$ cat src/rtl/cpu_pkg.sv
// Shared definitions for the mini-SRC control sequencer: opcode values,
// ALU operation codes, the sequencer state enum, instruction classes and
// the packed control word that carries every datapath control.
package cpu_pkg;

  localparam int OPCODE_W = 5;

  localparam logic [4:0] OP_LD   = 5'b00000;
  localparam logic [4:0] OP_LDI  = 5'b00001;
  localparam logic [4:0] OP_ST   = 5'b00010;
  localparam logic [4:0] OP_ADD  = 5'b00011;
  localparam logic [4:0] OP_SUB  = 5'b00100;
  localparam logic [4:0] OP_AND  = 5'b00101;
  localparam logic [4:0] OP_OR   = 5'b00110;
  localparam logic [4:0] OP_ROR  = 5'b00111;
  localparam logic [4:0] OP_ROL  = 5'b01000;
  localparam logic [4:0] OP_SHR  = 5'b01001;
  localparam logic [4:0] OP_SHRA = 5'b01010;
  localparam logic [4:0] OP_SHL  = 5'b01011;
  localparam logic [4:0] OP_ADDI = 5'b01100;
  localparam logic [4:0] OP_ANDI = 5'b01101;
  localparam logic [4:0] OP_ORI  = 5'b01110;
  localparam logic [4:0] OP_DIV  = 5'b01111;
  localparam logic [4:0] OP_MUL  = 5'b10000;
  localparam logic [4:0] OP_NEG  = 5'b10001;
  localparam logic [4:0] OP_NOT  = 5'b10010;
  localparam logic [4:0] OP_BR   = 5'b10011;
  localparam logic [4:0] OP_JR   = 5'b10100;
  localparam logic [4:0] OP_JAL  = 5'b10101;
  localparam logic [4:0] OP_IN   = 5'b10110;
  localparam logic [4:0] OP_OUT  = 5'b10111;
  localparam logic [4:0] OP_MFHI = 5'b11000;
  localparam logic [4:0] OP_MFLO = 5'b11001;
  localparam logic [4:0] OP_NOP  = 5'b11010;
  localparam logic [4:0] OP_HALT = 5'b11011;

  // ALU select codes; 0 is the idle value driven whenever no ALU op is needed.
  localparam logic [3:0] ALU_NONE = 4'd0;
  localparam logic [3:0] ALU_ADD  = 4'd1;
  localparam logic [3:0] ALU_SUB  = 4'd2;
  localparam logic [3:0] ALU_AND  = 4'd3;
  localparam logic [3:0] ALU_OR   = 4'd4;
  localparam logic [3:0] ALU_SHR  = 4'd5;
  localparam logic [3:0] ALU_SHRA = 4'd6;
  localparam logic [3:0] ALU_SHL  = 4'd7;
  localparam logic [3:0] ALU_ROR  = 4'd8;
  localparam logic [3:0] ALU_ROL  = 4'd9;
  localparam logic [3:0] ALU_NEG  = 4'd10;
  localparam logic [3:0] ALU_NOT  = 4'd11;
  localparam logic [3:0] ALU_MUL  = 4'd12;
  localparam logic [3:0] ALU_DIV  = 4'd13;

  typedef enum logic [3:0] {
    S_RESET, S_T0, S_T1, S_T2, S_T3, S_T4, S_T5, S_T6, S_T7, S_HALT
  } state_t;

  typedef enum logic [3:0] {
    CL_ALU, CL_UNARY, CL_IMM, CL_LD, CL_LDI, CL_ST, CL_BR, CL_JR,
    CL_JAL, CL_MFHI, CL_MFLO, CL_IN, CL_OUT, CL_MULDIV, CL_NOP, CL_HALT
  } iclass_t;

  typedef struct packed {
    logic PCout, Zlowout, Zhighout, MDRout, HIout, LOout, InPortout, Cout;
    logic MARin, MDRin, IRin, Yin, PCin, Zlowin, Zhighin, HIin, LOin, outPortEnable;
    logic Gra, Grb, Grc, Rin, Rout, BAout, conInput;
    logic IncPC, Read, wren;
    logic [3:0] ctrl;
  } ctrl_word_t;

  // Maps an opcode to the ALU operation it requests; immediates share
  // the code of their register form.
  function automatic logic [3:0] alu_code(input logic [4:0] op);
    case (op)
      OP_ADD, OP_ADDI: alu_code = ALU_ADD;
      OP_SUB:          alu_code = ALU_SUB;
      OP_AND, OP_ANDI: alu_code = ALU_AND;
      OP_OR, OP_ORI:   alu_code = ALU_OR;
      OP_SHR:          alu_code = ALU_SHR;
      OP_SHRA:         alu_code = ALU_SHRA;
      OP_SHL:          alu_code = ALU_SHL;
      OP_ROR:          alu_code = ALU_ROR;
      OP_ROL:          alu_code = ALU_ROL;
      OP_NEG:          alu_code = ALU_NEG;
      OP_NOT:          alu_code = ALU_NOT;
      OP_MUL:          alu_code = ALU_MUL;
      OP_DIV:          alu_code = ALU_DIV;
      default:         alu_code = ALU_ADD;
    endcase
  endfunction

endpackage

$ cat src/rtl/control_sequencer_if.sv
// Control bundle between the sequencer (master) and the datapath (slave):
// instruction/condition inputs to the sequencer and every control strobe back.
interface control_sequencer_if #(parameter int CTRLW = 4);
  logic [31:0] IR;
  logic CON, Stop;
  logic PCout, Zlowout, Zhighout, MDRout, HIout, LOout, InPortout, Cout;
  logic MARin, MDRin, IRin, Yin, PCin, Zlowin, Zhighin, HIin, LOin, outPortEnable;
  logic Gra, Grb, Grc, Rin, Rout, BAout, conInput;
  logic IncPC, Read, wren;
  logic [CTRLW-1:0] ctrl;
  logic Run;

  modport master (
    input  IR, CON, Stop,
    output PCout, Zlowout, Zhighout, MDRout, HIout, LOout, InPortout, Cout,
           MARin, MDRin, IRin, Yin, PCin, Zlowin, Zhighin, HIin, LOin, outPortEnable,
           Gra, Grb, Grc, Rin, Rout, BAout, conInput, IncPC, Read, wren, ctrl, Run
  );

  modport slave (
    output IR, CON, Stop,
    input  PCout, Zlowout, Zhighout, MDRout, HIout, LOout, InPortout, Cout,
           MARin, MDRin, IRin, Yin, PCin, Zlowin, Zhighin, HIin, LOin, outPortEnable,
           Gra, Grb, Grc, Rin, Rout, BAout, conInput, IncPC, Read, wren, ctrl, Run
  );
endinterface

$ cat src/rtl/control_sequencer_decode.sv
// opcode_decode: combinational opcode -> instruction-class decoder.
// Configuration macro CS_MULDIV_EN: when undefined, mul/div decode as nop.
import cpu_pkg::*;

module opcode_decode (
  input  logic [4:0] opcode,
  output iclass_t    iclass
);

  // Classify the opcode; reserved opcodes fall through to nop.
  always_comb begin
    iclass = CL_NOP;
    case (opcode)
      OP_ADD, OP_SUB, OP_AND, OP_OR, OP_SHR, OP_SHRA, OP_SHL, OP_ROR, OP_ROL:
        iclass = CL_ALU;
      OP_NEG, OP_NOT:           iclass = CL_UNARY;
      OP_ADDI, OP_ANDI, OP_ORI: iclass = CL_IMM;
      OP_LD:                    iclass = CL_LD;
      OP_LDI:                   iclass = CL_LDI;
      OP_ST:                    iclass = CL_ST;
      OP_BR:                    iclass = CL_BR;
      OP_JR:                    iclass = CL_JR;
      OP_JAL:                   iclass = CL_JAL;
      OP_MFHI:                  iclass = CL_MFHI;
      OP_MFLO:                  iclass = CL_MFLO;
      OP_IN:                    iclass = CL_IN;
      OP_OUT:                   iclass = CL_OUT;
`ifdef CS_MULDIV_EN
      OP_MUL, OP_DIV:           iclass = CL_MULDIV;
`else
      OP_MUL, OP_DIV:           iclass = CL_NOP;
`endif
      OP_HALT:                  iclass = CL_HALT;
      default:                  iclass = CL_NOP;
    endcase
  end

endmodule

$ cat src/rtl/control_sequencer.sv
// control_sequencer: hardwired mini-SRC control unit. Steps RESET -> T0..T2
// (fetch) -> T3..T7 (per-class execute) and decodes the state into datapath
// controls. Optional mul/div execution is selected by CS_MULDIV_EN in opcode_decode.
import cpu_pkg::*;

module control_sequencer #(
  parameter int OPW   = 5,
  parameter int CTRLW = 4
) (
  input logic Clock,
  input logic Clear,
  control_sequencer_if.master bus
);

  state_t     state;
  iclass_t    iclass;
  logic [OPW-1:0] opcode;
  logic [3:0] op_ctrl;
  logic       paused;
  ctrl_word_t cw_raw, cw;

  assign opcode  = bus.IR[31 -: OPW];
  assign op_ctrl = alu_code(opcode);
  assign paused  = (state == S_T0) && bus.Stop;

  opcode_decode u_decode (.opcode(opcode), .iclass(iclass));

  // One state per clock; the last execute state of each class returns to T0.
  always_ff @(posedge Clock or negedge Clear) begin
    if (!Clear) state <= S_RESET;
    else begin
      case (state)
        S_RESET: state <= S_T0;
        S_T0:    if (!bus.Stop) state <= S_T1;
        S_T1:    state <= S_T2;
        S_T2:    state <= (iclass == CL_NOP)  ? S_T0 :
                          (iclass == CL_HALT) ? S_HALT : S_T3;
        S_T3:    state <= (iclass inside {CL_JR, CL_MFHI, CL_MFLO, CL_IN, CL_OUT}) ? S_T0 : S_T4;
        S_T4:    state <= (iclass inside {CL_UNARY, CL_JAL}) ? S_T0 : S_T5;
        S_T5:    state <= (iclass inside {CL_ALU, CL_IMM, CL_LDI}) ? S_T0 : S_T6;
        S_T6:    state <= (iclass inside {CL_BR, CL_MULDIV}) ? S_T0 : S_T7;
        S_T7:    state <= S_T0;
        S_HALT:  state <= S_HALT;
        default: state <= S_RESET;
      endcase
    end
  end

  // Decode the present state and instruction class into the control word.
  always_comb begin
    cw_raw = '0;
    case (state)
      S_T0: begin cw_raw.PCout = 1'b1; cw_raw.MARin = 1'b1; cw_raw.IncPC = 1'b1; cw_raw.Zlowin = 1'b1; end
      S_T1: begin cw_raw.Zlowout = 1'b1; cw_raw.PCin = 1'b1; cw_raw.Read = 1'b1; cw_raw.MDRin = 1'b1; end
      S_T2: begin cw_raw.MDRout = 1'b1; cw_raw.IRin = 1'b1; end
      S_T3: case (iclass)
        CL_ALU, CL_IMM: begin cw_raw.Grb = 1'b1; cw_raw.Rout = 1'b1; cw_raw.Yin = 1'b1; end
        CL_UNARY: begin cw_raw.Grb = 1'b1; cw_raw.Rout = 1'b1; cw_raw.ctrl = op_ctrl; cw_raw.Zlowin = 1'b1; end
        CL_LD, CL_LDI, CL_ST: begin cw_raw.Grb = 1'b1; cw_raw.BAout = 1'b1; cw_raw.Yin = 1'b1; end
        CL_BR:  begin cw_raw.Gra = 1'b1; cw_raw.Rout = 1'b1; cw_raw.conInput = 1'b1; end
        CL_JR:  begin cw_raw.Gra = 1'b1; cw_raw.Rout = 1'b1; cw_raw.PCin = 1'b1; end
        CL_JAL: begin cw_raw.Grb = 1'b1; cw_raw.Rin = 1'b1; cw_raw.PCout = 1'b1; end
        CL_MFHI: begin cw_raw.HIout = 1'b1; cw_raw.Gra = 1'b1; cw_raw.Rin = 1'b1; end
        CL_MFLO: begin cw_raw.LOout = 1'b1; cw_raw.Gra = 1'b1; cw_raw.Rin = 1'b1; end
        CL_IN:  begin cw_raw.InPortout = 1'b1; cw_raw.Gra = 1'b1; cw_raw.Rin = 1'b1; end
        CL_OUT: begin cw_raw.Gra = 1'b1; cw_raw.Rout = 1'b1; cw_raw.outPortEnable = 1'b1; end
        CL_MULDIV: begin cw_raw.Gra = 1'b1; cw_raw.Rout = 1'b1; cw_raw.Yin = 1'b1; end
        default: ;
      endcase
      S_T4: case (iclass)
        CL_ALU: begin cw_raw.Grc = 1'b1; cw_raw.Rout = 1'b1; cw_raw.ctrl = op_ctrl; cw_raw.Zlowin = 1'b1; end
        CL_IMM: begin cw_raw.Cout = 1'b1; cw_raw.ctrl = op_ctrl; cw_raw.Zlowin = 1'b1; end
        CL_UNARY: begin cw_raw.Zlowout = 1'b1; cw_raw.Gra = 1'b1; cw_raw.Rin = 1'b1; end
        CL_LD, CL_LDI, CL_ST: begin cw_raw.Cout = 1'b1; cw_raw.ctrl = ALU_ADD; cw_raw.Zlowin = 1'b1; end
        CL_BR:  begin cw_raw.PCout = 1'b1; cw_raw.Yin = 1'b1; end
        CL_JAL: begin cw_raw.Gra = 1'b1; cw_raw.Rout = 1'b1; cw_raw.PCin = 1'b1; end
        CL_MULDIV: begin
          cw_raw.Grb = 1'b1; cw_raw.Rout = 1'b1; cw_raw.ctrl = op_ctrl;
          cw_raw.Zlowin = 1'b1; cw_raw.Zhighin = 1'b1;
        end
        default: ;
      endcase
      S_T5: case (iclass)
        CL_ALU, CL_IMM, CL_LDI: begin cw_raw.Zlowout = 1'b1; cw_raw.Gra = 1'b1; cw_raw.Rin = 1'b1; end
        CL_LD, CL_ST: begin cw_raw.Zlowout = 1'b1; cw_raw.MARin = 1'b1; end
        CL_BR: begin cw_raw.Cout = 1'b1; cw_raw.ctrl = ALU_ADD; cw_raw.Zlowin = 1'b1; end
        CL_MULDIV: begin cw_raw.Zlowout = 1'b1; cw_raw.LOin = 1'b1; end
        default: ;
      endcase
      S_T6: case (iclass)
        CL_LD: begin cw_raw.Read = 1'b1; cw_raw.MDRin = 1'b1; end
        CL_ST: begin cw_raw.Gra = 1'b1; cw_raw.Rout = 1'b1; cw_raw.MDRin = 1'b1; end
        CL_BR: begin cw_raw.Zlowout = 1'b1; cw_raw.PCin = bus.CON; end
        CL_MULDIV: begin cw_raw.Zhighout = 1'b1; cw_raw.HIin = 1'b1; end
        default: ;
      endcase
      S_T7: case (iclass)
        CL_LD: begin cw_raw.MDRout = 1'b1; cw_raw.Gra = 1'b1; cw_raw.Rin = 1'b1; end
        CL_ST: cw_raw.wren = 1'b1;
        default: ;
      endcase
      default: ;
    endcase
  end

  // A pause in T0 blanks the fetch strobes so the PC is only incremented once.
  always_comb begin
    cw = cw_raw;
    if (paused) cw = '0;
  end

  assign bus.Run = !(state == S_RESET || state == S_HALT || paused);
  assign bus.ctrl = CTRLW'(cw.ctrl);
  assign bus.PCout = cw.PCout;
  assign bus.Zlowout = cw.Zlowout;
  assign bus.Zhighout = cw.Zhighout;
  assign bus.MDRout = cw.MDRout;
  assign bus.HIout = cw.HIout;
  assign bus.LOout = cw.LOout;
  assign bus.InPortout = cw.InPortout;
  assign bus.Cout = cw.Cout;
  assign bus.MARin = cw.MARin;
  assign bus.MDRin = cw.MDRin;
  assign bus.IRin = cw.IRin;
  assign bus.Yin = cw.Yin;
  assign bus.PCin = cw.PCin;
  assign bus.Zlowin = cw.Zlowin;
  assign bus.Zhighin = cw.Zhighin;
  assign bus.HIin = cw.HIin;
  assign bus.LOin = cw.LOin;
  assign bus.outPortEnable = cw.outPortEnable;
  assign bus.Gra = cw.Gra;
  assign bus.Grb = cw.Grb;
  assign bus.Grc = cw.Grc;
  assign bus.Rin = cw.Rin;
  assign bus.Rout = cw.Rout;
  assign bus.BAout = cw.BAout;
  assign bus.conInput = cw.conInput;
  assign bus.IncPC = cw.IncPC;
  assign bus.Read = cw.Read;
  assign bus.wren = cw.wren;

endmodule

$ cat src/flat_wrapper.sv
// flat-port wrapper written by rule: the top's interface ports become plain ports
module control_sequencer_flat 
#(
  parameter int OPW   = 5,
  parameter int CTRLW = 4
)
  (Clock, Clear, bus_IR, bus_CON, bus_Stop, bus_PCout, bus_Zlowout, bus_Zhighout, bus_MDRout, bus_HIout, bus_LOout, bus_InPortout, bus_Cout, bus_MARin, bus_MDRin, bus_IRin, bus_Yin, bus_PCin, bus_Zlowin, bus_Zhighin, bus_HIin, bus_LOin, bus_outPortEnable, bus_Gra, bus_Grb, bus_Grc, bus_Rin, bus_Rout, bus_BAout, bus_conInput, bus_IncPC, bus_Read, bus_wren, bus_ctrl, bus_Run);
  control_sequencer_if #(.CTRLW(CTRLW)) bus_i ();
  input logic Clock;
  input logic Clear;
  input wire logic [$bits(bus_i.IR)-1:0] bus_IR;
  input wire logic [$bits(bus_i.CON)-1:0] bus_CON;
  input wire logic [$bits(bus_i.Stop)-1:0] bus_Stop;
  output wire logic [$bits(bus_i.PCout)-1:0] bus_PCout;
  output wire logic [$bits(bus_i.Zlowout)-1:0] bus_Zlowout;
  output wire logic [$bits(bus_i.Zhighout)-1:0] bus_Zhighout;
  output wire logic [$bits(bus_i.MDRout)-1:0] bus_MDRout;
  output wire logic [$bits(bus_i.HIout)-1:0] bus_HIout;
  output wire logic [$bits(bus_i.LOout)-1:0] bus_LOout;
  output wire logic [$bits(bus_i.InPortout)-1:0] bus_InPortout;
  output wire logic [$bits(bus_i.Cout)-1:0] bus_Cout;
  output wire logic [$bits(bus_i.MARin)-1:0] bus_MARin;
  output wire logic [$bits(bus_i.MDRin)-1:0] bus_MDRin;
  output wire logic [$bits(bus_i.IRin)-1:0] bus_IRin;
  output wire logic [$bits(bus_i.Yin)-1:0] bus_Yin;
  output wire logic [$bits(bus_i.PCin)-1:0] bus_PCin;
  output wire logic [$bits(bus_i.Zlowin)-1:0] bus_Zlowin;
  output wire logic [$bits(bus_i.Zhighin)-1:0] bus_Zhighin;
  output wire logic [$bits(bus_i.HIin)-1:0] bus_HIin;
  output wire logic [$bits(bus_i.LOin)-1:0] bus_LOin;
  output wire logic [$bits(bus_i.outPortEnable)-1:0] bus_outPortEnable;
  output wire logic [$bits(bus_i.Gra)-1:0] bus_Gra;
  output wire logic [$bits(bus_i.Grb)-1:0] bus_Grb;
  output wire logic [$bits(bus_i.Grc)-1:0] bus_Grc;
  output wire logic [$bits(bus_i.Rin)-1:0] bus_Rin;
  output wire logic [$bits(bus_i.Rout)-1:0] bus_Rout;
  output wire logic [$bits(bus_i.BAout)-1:0] bus_BAout;
  output wire logic [$bits(bus_i.conInput)-1:0] bus_conInput;
  output wire logic [$bits(bus_i.IncPC)-1:0] bus_IncPC;
  output wire logic [$bits(bus_i.Read)-1:0] bus_Read;
  output wire logic [$bits(bus_i.wren)-1:0] bus_wren;
  output wire logic [$bits(bus_i.ctrl)-1:0] bus_ctrl;
  output wire logic [$bits(bus_i.Run)-1:0] bus_Run;
  assign bus_i.IR = bus_IR;
  assign bus_i.CON = bus_CON;
  assign bus_i.Stop = bus_Stop;
  assign bus_PCout = bus_i.PCout;
  assign bus_Zlowout = bus_i.Zlowout;
  assign bus_Zhighout = bus_i.Zhighout;
  assign bus_MDRout = bus_i.MDRout;
  assign bus_HIout = bus_i.HIout;
  assign bus_LOout = bus_i.LOout;
  assign bus_InPortout = bus_i.InPortout;
  assign bus_Cout = bus_i.Cout;
  assign bus_MARin = bus_i.MARin;
  assign bus_MDRin = bus_i.MDRin;
  assign bus_IRin = bus_i.IRin;
  assign bus_Yin = bus_i.Yin;
  assign bus_PCin = bus_i.PCin;
  assign bus_Zlowin = bus_i.Zlowin;
  assign bus_Zhighin = bus_i.Zhighin;
  assign bus_HIin = bus_i.HIin;
  assign bus_LOin = bus_i.LOin;
  assign bus_outPortEnable = bus_i.outPortEnable;
  assign bus_Gra = bus_i.Gra;
  assign bus_Grb = bus_i.Grb;
  assign bus_Grc = bus_i.Grc;
  assign bus_Rin = bus_i.Rin;
  assign bus_Rout = bus_i.Rout;
  assign bus_BAout = bus_i.BAout;
  assign bus_conInput = bus_i.conInput;
  assign bus_IncPC = bus_i.IncPC;
  assign bus_Read = bus_i.Read;
  assign bus_wren = bus_i.wren;
  assign bus_ctrl = bus_i.ctrl;
  assign bus_Run = bus_i.Run;
  control_sequencer #(.OPW(OPW), .CTRLW(CTRLW)) u_core (.Clock(Clock), .Clear(Clear), .bus(bus_i));
endmodule
$ cat config.mk
export PLATFORM = sky130hd
export DESIGN_NAME = control_sequencer_flat
export DESIGN_NICKNAME = d
export VERILOG_FILES = /design/src/rtl/cpu_pkg.sv /design/src/rtl/control_sequencer_if.sv /design/src/rtl/control_sequencer_decode.sv /design/src/rtl/control_sequencer.sv /design/src/flat_wrapper.sv
export SDC_FILE = /design/constraint.sdc
export NUM_CORES = 1
export LEC_CHECK = 0
export ABC_AREA = 1
export BUFFER_PORTS_ARGS = -buffer_cell sky130_fd_sc_hd__clkbuf_2
export CORE_MARGIN = 10
export CORE_UTILIZATION = 46
export CTS_CLUSTER_SIZE = 25
export DETAILED_ROUTE_END_ITERATION = 10
export PLACE_DENSITY = 0.84
export SLEW_MARGIN = 20
export SYNTH_ARGS = -nofsm -noshare
export SYNTH_HDL_FRONTEND = slang
export SYNTH_HIERARCHICAL = 1
export SYNTH_SLANG_ARGS = --single-unit
export TNS_END_PERCENT = 100
$ cat constraint.sdc
create_clock -name Clock -period 2.3 [get_ports Clock]
set_input_delay 0.115 -clock Clock [delete_from_list [all_inputs] [get_ports Clock]]
set_output_delay 0.115 -clock Clock [all_outputs]
set_load 0.01 [all_outputs]
==> impl_metrics.py <==
metrics = {
    "clock_network": {
        "cts_buffers": 3,
        "clk_latency_ns": 0.24,
        "path_clk_slew_ns": 0.04,
        "cts_sinks": 4,
        "clockBufferDepth": 2,
        "root_buffer": "clkbuf_4",
        "htree_levels": 1,
        "cts_tree": "built",
    },
    "floorplanning": {
        "num_rows": 19,
        "die_area_mm2": 0.005322,
        "core_area_mm2": 0.002710,
        "die_y_um": 72.96,
        "pin_count": 69,
        "start_util_pct": 47.60,
        "die_width_um": 72.96,
    },
    "final_layout": {
        "final_nets": 352,
        "reg_top3": "u_core/state: 4 flops",
        "multiInputGateArea_mm2": 0.001011,
        "post-route-util_pct": 58.96,
        "fill_cells": 298,
        "seq_area_um2": 100.1,
        "top_register": "u_core/state",
        "largest_reg_flops": 4,
        "area.growth.synth_to_final_pct": 23.86,
        "drive_gt1_share_pct": 24.75,
        "antenna-diode-count": 0,
        "final_cell_area_mm2": 0.001598,
    },
    "logic_synthesis": {
        "dominantRegCellSynth": "dfrtp_1",
        "synthArstFlopShare_pct": 100.0,
        "syn-num-nets": 302,
        "ys_top_cells_by_area": "nand2_1 (22%), nor2_1 (13%), inv_1 (11%), ha_1 (11%), dfrtp_1 (7.8%)",
        "synth_top_area_share_pct": 21.53,
        "synth_commonest_cells": "nand2_1 (74), nor2_1 (46), inv_1 (38), nand3_1 (20), o21ai_0 (16)",
        "synth-seq-cells": 4,
        "netlist_area_mm2": 0.001290,
        "synth_area_leader_cell": "nand2_1",
        "yosysMostFrequentCell": "nand2_1",
        "yosys_warnings": 6,
        "yosysUniqueCellTypes": 21,
        "synthCells": 255,
        "ys_seq_area_share_pct": 7.759,
        "synth_edf_count": 0,
        "synth_area_per_cell_um2": 5.059,
    },
    "timing": {
        "fin_crit_sh_pct": 92.60,
        "max-slew-margin-rel_pct": 76.53,
        "rsz0062_at_grt": "false",
        "post-route-min-period_ns": 2.130,
        "hold_viol": 0,
        "max_freq_ghz": 0.4695,
        "max_slew.worst_pin.slew_ns": 0.3507,
        "setup_tns_ns": 0,
        "drv_slew": 0,
        "fin_skew_ns": 0.003687,
        "setup_violations": 0,
    },
    "place": {
        "dpl_cell_area_mm2": 0.001553,
        "place.gp.congestion": 0.9550,
        "port_buffers": 41,
        "dp_hpwl_um": 3382,
    },
    "critical_path": {
        "end_kind": "primary output",
        "cp-start-kind": "input port",
        "cp.arrival_ns": 2.01,
        "critical_path_class": "input port to primary output",
        "critPathRequiredTime_ns": 2.18,
        "path_max_fanout": 7,
    },
    "global_route": {
        "antenna_found_initial": 0,
        "globalRoute.totalOverflow": 0,
        "grt_pass1_wl_um": 7134,
        "track_usage_pct": 15.83,
        "grt_max_degree": 14,
        "grt_pass1_vias": 1716,
    },
    "route": {
        "dr.pass1.iters": 5,
        "vias_per_cell": 5.326,
        "wl_um": 4139,
        "antenna_left": 0,
        "drc": 0,
        "wl_per_cell_um": 12.39,
        "drt-initial-drc-count": 182,
        "vias": 1779,
    },
    "power_and_ir_drop": {
        "leakagePower_nw": 0.9646,
        "p_per_area_mw_per_mm2": 599.0,
        "total_power_w": 0.0009571,
        "ir_worst_vdd_mv": 0.6493,
    },
    "run_status": {
        "outcome": "finished clean",
    },
    "run": {
        "drv_cap": 0,
    },
    "worst_hold_path": {
        "hold_path_class": "input port to flop",
    },
}
==> path summary, 6_finish.rpt <==
kind,startpoint,to,slack (ns),cells past startpoint
setup / recovery,bus_IR[28],bus_PCin,0.17,15
hold / removal,bus_Stop,u_core/state[0],0.16,3
setup reg to reg,u_core/state[3],u_core/state[1],0.94,7
hold reg to reg,u_core/state[3],u_core/state[0],0.60,2
max in group asynchronous,Clear,u_core/state[1],1.93,2
min in group asynchronous,Clear,u_core/state[0],0.24,2
==> cell type report <==
| cell class | count | area share (%) |
|---|---|---|
| inverters | 46 | 10.81 |
| flip-flops and latches | 4 | 6.265 |
| repair buffers | 47 | 15.82 |
| multi-input cells | 203 | 63.27 |
| clock buffers | 3 | 1.410 |
| well taps | 31 | 2.428 |
==> worst max-delay path, stage by stage <==
cell      delay [ns]
clkbuf_2        0.09
inv_1           0.12
ha_4            0.22
nor2_1          0.11
nor2_1          0.05
nand2_1         0.06
nand2_1         0.05
nand2_1         0.21
nand2_1         0.15
nor2_2          0.20
inv_2           0.09
nor2_1          0.18
nand2_1         0.08
o211ai_1        0.10
clkbuf_2        0.17
==> kinds of logic (layout without fill, tap and decap cells) <==
| group | count (synthesis) | in the layout | synth area share (%) |
|---|---|---|---|
| AO/OA/AOI/OAI | 25 | 25 | 10.57 |
| adder cells (fa/ha/maj) | 11 | 11 | 10.67 |
| buffers and inverters | 48 | 96 | 14.84 |
| flip-flops | 4 | 4 | 7.760 |
| AND/OR/NAND/NOR | 167 | 167 | 56.16 |
==> timing repair <==
item / 4_1_cts / 5_1_grt
setup endpoints to repair: 0 / 8
endpoints found under the hold margin: 4 / 0
hold buffers: 1 / 0
gates resized for setup: 0 / 3
setup buffers: 0 / 0
==> placed cells by master, fill, tap and decap left out, drive strengths merged <==
cell         Yosys  routed
a21oi            4       4
a31oi            1       1
and3             1       1
buf              2       5
clkbuf           0      44
clkinv           2       2
dfrtp            4       4
dlygate4sd3      0       1
ha              11      11
inv             44      44
nand2           85      85
nand3           20      20
nand4            5       5
nor2            52      52
nor3             4       4
o211ai           3       3
o21ai           16      16
o31ai            1       1
==> power by group <==
part / leakage [nW] / internal [W] / switching (W)
logic: 0.900 / 0.000242 / 0.000490
clock network: 0.0138 / 0.0000585 / 0.0000308
registers: 0.0504 / 0.000103 / 0.0000337
total: 0.965 / 0.000403 / 0.000554
==> routing by layer <==
metal / vias to the layer above / wire length, µm / global-route usage (%)
li1: 894 / - / -
met1: 782 / 1557 / 16.86
met2: 93 / 2019 / 26.88
met3: 10 / 494 / 6.122
met4: 0 / 68 / 7.173
met5: - / 0 / 0
==> per-stage QoR <==
stage	instances	hold slack, ns	setup WS (ns)
final	334	0.1580	0.1701
after global routing	334	0.1734	0.008149
after CTS	334	0.1542	0.1975
after detailed placement	330	-0.07791	0.1988
after global placement	330	-0.07928	0.2136
after floorplan	255	-0.1806	0.3486
Note: power is estimated with default switching activity, not from simulation.
